File: config.mk
export PLATFORM = sky130hd
export DESIGN_NAME = sram_rr_arbiter
export DESIGN_NICKNAME = d
export VERILOG_FILES = /design/src/rtl/sram_rr_arbiter.sv
export SDC_FILE = /design/constraint.sdc
export NUM_CORES = 1
export LEC_CHECK = 0
export ABC_AREA = 1
export CORE_AREA = 4 4 260 262
export CTS_CLUSTER_DIAMETER = 120
export DETAILED_ROUTE_END_ITERATION = 12
export DIE_AREA = 0 0 264 266
export PLACE_DENSITY = 0.49
export SETUP_SLACK_MARGIN = 0.3
export SYNTH_ARGS = -nofsm -noshare
export SYNTH_HDL_FRONTEND = slang
export SYNTH_SLANG_ARGS = --single-unit
File: constraint.sdc
create_clock -name clock -period 2.4 [get_ports clock]
set_input_delay 0.6 -clock clock [delete_from_list [all_inputs] [get_ports clock]]
set_output_delay 0.6 -clock clock [all_outputs]
set_load 0.005 [all_outputs]
File: src/rtl/sram_rr_arbiter.sv
// Round-robin arbiter sharing one sram-like master port among NREQ requesters.
// One transaction in flight at a time; the response returns only to its owner.
module sram_rr_arbiter #(
  parameter int NREQ = 3,
  parameter int AW   = 64,
  parameter int DW   = 64
) (
  input  logic               clock,
  input  logic               reset,
  input  logic [NREQ-1:0]    s_req,
  input  logic [NREQ-1:0]    s_wr,
  input  logic [2*NREQ-1:0]  s_size,
  input  logic [AW*NREQ-1:0] s_addr,
  input  logic [DW*NREQ-1:0] s_wdata,
  output logic [NREQ-1:0]    s_addr_ok,
  output logic [NREQ-1:0]    s_data_ok,
  output logic [DW-1:0]      s_rdata,
  output logic               m_req,
  output logic               m_wr,
  output logic [1:0]         m_size,
  output logic [AW-1:0]      m_addr,
  output logic [DW-1:0]      m_wdata,
  input  logic               m_addr_ok,
  input  logic               m_data_ok,
  input  logic [DW-1:0]      m_rdata,
  output logic               busy,
  output logic [2:0]         grant_id
);

  localparam int PW = (NREQ > 1) ? $clog2(NREQ) : 1;
  localparam int unsigned N = NREQ;

  typedef enum logic [1:0] {IDLE, ISSUE, WAIT} state_t;

  state_t          state_q, state_d;
  logic [PW-1:0]   ptr_q, ptr_d;
  logic [PW-1:0]   owner_q, owner_d;
  logic            wr_q, wr_d;
  logic [1:0]      size_q, size_d;
  logic [AW-1:0]   addr_q, addr_d;
  logic [DW-1:0]   wdata_q, wdata_d;

  logic [PW-1:0]   winner;
  logic            found;
  int unsigned     idx_c;

  // Rotating priority scan starting at ptr_q, wrapping modulo NREQ.
  always_comb begin
    winner = '0;
    found  = 1'b0;
    idx_c  = 0;
    for (int unsigned k = 0; k < N; k++) begin
      idx_c = 32'(ptr_q) + k;
      if (idx_c >= N) idx_c = idx_c - N;
      if (!found && s_req[idx_c[PW-1:0]]) begin
        found  = 1'b1;
        winner = idx_c[PW-1:0];
      end
    end
  end

  always_comb begin
    state_d   = state_q;
    ptr_d     = ptr_q;
    owner_d   = owner_q;
    wr_d      = wr_q;
    size_d    = size_q;
    addr_d    = addr_q;
    wdata_d   = wdata_q;
    s_addr_ok = '0;
    s_data_ok = '0;
    s_rdata   = '0;
    case (state_q)
      IDLE: begin
        if (found) begin
          s_addr_ok[winner] = 1'b1;
          owner_d           = winner;
          state_d           = ISSUE;
          for (int unsigned i = 0; i < N; i++) begin
            if (PW'(i) == winner) begin
              wr_d    = s_wr[i];
              size_d  = s_size[2*i +: 2];
              addr_d  = s_addr[AW*i +: AW];
              wdata_d = s_wdata[DW*i +: DW];
            end
          end
        end
      end
      ISSUE: begin
        if (m_addr_ok) state_d = WAIT;
      end
      WAIT: begin
        if (m_data_ok) begin
          s_data_ok[owner_q] = 1'b1;
          s_rdata            = m_rdata;
          ptr_d              = (owner_q == PW'(N - 1)) ? '0 : owner_q + 1'b1;
          state_d            = IDLE;
        end
      end
      default: state_d = IDLE;
    endcase
    // Reset is synchronous, so the strobes must be masked combinationally during it.
    if (reset) begin
      s_addr_ok = '0;
      s_data_ok = '0;
      s_rdata   = '0;
    end
  end

  always_ff @(posedge clock) begin
    if (reset) begin
      state_q <= IDLE;
      ptr_q   <= '0;
      owner_q <= '0;
      wr_q    <= 1'b0;
      size_q  <= '0;
      addr_q  <= '0;
      wdata_q <= '0;
    end else begin
      state_q <= state_d;
      ptr_q   <= ptr_d;
      owner_q <= owner_d;
      wr_q    <= wr_d;
      size_q  <= size_d;
      addr_q  <= addr_d;
      wdata_q <= wdata_d;
    end
  end

  always_comb begin
    m_req    = 1'b0;
    busy     = 1'b0;
    m_wr     = 1'b0;
    m_size   = '0;
    m_addr   = '0;
    m_wdata  = '0;
    grant_id = '0;
    if (!reset) begin
      m_req             = (state_q == ISSUE);
      busy              = (state_q != IDLE);
      m_wr              = wr_q;
      m_size            = size_q;
      m_addr            = addr_q;
      m_wdata           = wdata_q;
      grant_id[PW-1:0]  = owner_q;
    end
  end

endmodule

==> reports/metrics.cfg <==
[yosys]
synth_fa_ha_area_share_pct = 0.5060
ys_ff_latch = 137
synth_cell_types = 24
netlist_instances = 1809
syn-num-nets = 2277
avgSynthCellArea_um2 = 5.468
netlist_area_um2 = 9891
yosys.area_share.simple_pct = 44.96
yosysSeqAreaShare_pct = 27.73
synth-compound-area-share_pct = 7.324
ys_warn_count = 0
synth_mux_area_share_pct = 0
synth-xor-area-share_pct = 0
synth_top_family_by_area = simple AND/OR/NAND/NOR gates

[timing]
setup_viol = 184
timing.final.crit_share_pct = 118.5
setup-tns-final_ns = -9.041
rsz0062_at_grt = yes
fin_ws_ns = -0.4442
fin_worst_skew_ns = 0.01378
hold_viol_final = 0
max_freq_mhz = 351.6
period_needed_ns = 2.844
final-max-slew-violation-count = 0

[clocking]
numClockSinks = 137
clk_path_buf_depth = 2
cts_tree = yes
root_buffer = clkbuf_16
cts_buffers = 17
cts_hold_buf = 0
cts-htree-levels = 4
path_clk_slew_ns = 0.06
clk_latency_ns = 0.47

[die]
placeableCoreArea_um2 = 65390
pin_count = 670
rows = 94
dieWidth_um = 264
initial_core_util_pct = 15.13
die_h_um = 266
die_area_um2 = 70220

[worst_setup_path]
crit_family = buffers and inverters
slowest_stage = clkdlybuf4s50_1
reg2reg_slack_ns = -0.14
critical_path_class = primary input to primary output
cp-end-kind = primary output
cp_max_fo = 4
path_buf_inv = 5
critPathMaxStageDelay_ns = 0.53
arrival_ns = 2.24
cp.required_ns = 1.80
crit_chain = clkdlybuf4s50_1, inv_2, o21ai_2, nand2_2, buf_4, nand3_2, nand3_4, buf_12, nor2_4, buf_6
start_kind = primary input

[outcome]
status = finished with violations
failed_checks = negative setup slack

[global_routing]
grt_util_all_layers_pct = 16.76
grt_pass1_wl_um = 88720
grt_pass1_vias = 13740
antenna_found_initial = 2
gr-total-overflow = 0
grt_max_degree = 61

[run]
maxCapViolations = 0

[final_layout]
fin_cells = 3505
syn2layout_area_growth_pct = 123.8
drive_above_1_share_pct = 22.04
seq_area_um2 = 2753
multi_input_area_um2 = 6316
fillers = 7177
num-nets-final = 3097
antenna_cells = 0

[pwr]
leakagePower_nw = 10.87
ir_worst_vdd_mv = 0.4255
p_per_area_nw_per_um2 = 465.7

[min_path]
holdCritPathClass = register to register

[placed_design]
dp_cells = 3368
portBuffers = 668
place_hpwl_um = 43240
place.gp.congestion = 0.8457

[detailed_routing]
drc_errors = 0
wire_per_inst_um = 19.90
dr.first_iter.drc_count = 751
vias_per_cell = 4.166
vias = 14600
wl_um = 69760
ant_nets = 0
first_pass_iters = 5

## routing by layer
metal	wire (um)	share of wire, %	global-route usage [%]	vias to the layer above
met2	34590	50	29.40	592
met3	4686	6.7	4.645	91
li1	-	-	-	7213
met1	28720	41	20.06	6702
met5	24	0.034	0	-
met4	1742	2.5	4.883	4
## cell usage in the layout (no fill, tap or decap), types with 3 or more instances in the layout
master           synthesis  layout
a21oi_1                134     128
a21oi_2                  0       5
buf_12                   0      42
buf_16                   0      25
buf_2                   58      41
buf_4                    8     150
buf_6                    1      35
bufbuf_16                0       5
bufinv_16                0       4
clkbuf_16                0      38
clkbuf_2                 0      15
clkdlybuf4s15_2          0       9
clkdlybuf4s50_1          0     568
clkinv_4                 0       3
dfxtp_1                137     133
dlygate4sd2_1            0      20
dlymetal6s2s_1           0       3
ha_4                     0       3
inv_1                  342     336
inv_2                    4       6
inv_4                    0       3
nand2_1                418     382
nand2_2                  2      32
nand2_4                  1       6
nand3_1                406     326
nand3_2                  0      59
nand3_4                  0      21
nor2_1                 210     152
nor2_2                   1      34
nor2_4                   0      25
## worst register-to-register path, stage by stage, from the launching register on
cell and delay, ns:
dfxtp_2 0.33, buf_6 0.13, ha_4 0.34, inv_2 0.06, nand2_2 0.05, nand3_2 0.09, nand2_4 0.12, nand2_4 0.06
nor2_4 0.09, nand2_2 0.07, nand2_4 0.11, inv_4 0.06, buf_6 0.11, buf_6 0.11, buf_12 0.15, buf_12 0.17
bufbuf_16 0.27, nand3_1 0.07, nand2_1 0.06, nand2_1 0.06
## state kept, by name (all words and copies together), names as in the netlist
register / cells
owner_q: 2
size_q: 2
addr_q: 64
wr_q: 1
wdata_q: 64
state_q: 2
ptr_q: 2
## final cells by class
cell class,instances,area share [%]
multi-input combinational,1190,28.53
inverter,346,5.924
tap,864,4.884
sequential,137,12.44
clock inverter,11,0.7744
clock buffer,20,2.018
timing repair buffer,937,45.43
## through the flow
stage / area, um^2 / worst slack (ns) / hold WS (ns) / util, % / total power (W)
2_1_floorplan: 9957 / 0.09184 / 0.4654 / - / 0.004313
3_5_place_dp: 18680 / -0.9187 / 0.4886 / 28.56 / 0.006512
6_report: 22140 / -0.4442 / 0.4972 / 33.85 / 0.01031
4_1_cts: 20380 / -0.4336 / 0.5160 / 31.16 / 0.009868
5_1_grt: 22140 / -0.5323 / 0.5119 / 33.85 / 0.01089
3_3_place_gp: 18680 / -0.9356 / 0.4847 / 28.56 / 0.006513
## cells by family (layout without fill, tap and decap cells)
group | count (synthesis) | count (layout)
compound gates | 142 | 142
other cells | 1 | 1
simple gates | 1042 | 1043
fa+ha+maj | 4 | 4
buf+inv | 483 | 1314
flops | 137 | 137
## synthesized netlist by cell type
| master | n | area (um^2) |
|---|---|---|
| ha_1 | 4 | 50.05 |
| buf_1 | 3 | 11.26 |
| a21boi_2 | 1 | 11.26 |
| nand3_1 | 406 | 2032 |
| o21ai_1 | 4 | 20.02 |
| nand4_2 | 1 | 12.51 |
| dfxtp_1 | 137 | 2743 |
| nor3_1 | 3 | 15.01 |
| buf_6 | 1 | 11.26 |
| a31oi_1 | 1 | 6.260 |
| a22oi_1 | 1 | 7.510 |
| nand2_1 | 418 | 1569 |
| buf_4 | 8 | 60.06 |
| nor2_1 | 210 | 788.3 |
| inv_2 | 4 | 15.01 |
| conb_1 | 1 | 3.750 |
| o41ai_1 | 1 | 8.760 |
| a21oi_1 | 134 | 670.6 |
| nor2_2 | 1 | 6.260 |
| buf_2 | 58 | 290.3 |
| nand2_4 | 1 | 11.26 |
| clkbuf_1 | 67 | 251.5 |
| nand2_2 | 2 | 12.51 |
| inv_1 | 342 | 1284 |
## timing repair
item,4_1_cts,5_1_grt
cloned,19,28
endpoints found under the hold margin,0,0
pin swaps,17,50
endpoints found under the setup margin,337,337
resized for setup,207,396
setup buffers,18,41
## path summary, 6_finish.rpt
| check | cells after the start | endpoint | start |
|---|---|---|---|
| max | 10 | s_addr_ok[2] | s_req[2] |
| min | 1 | state_q[1] | state_q[0] |
| max reg2reg | 19 | addr_q[15] | ptr_q[1] |
| min reg2reg | 1 | state_q[1] | state_q[0] |
## where the power goes
part           total [W]  internal, W  leakage (nW)  switching, W
Combinational    0.00462      0.00240          9.44       0.00222
Sequential       0.00271      0.00262          1.13     0.0000887
Clock            0.00298      0.00176         0.296       0.00122
Total             0.0103      0.00678          10.9       0.00353
Power figures use the tool's default switching activity.
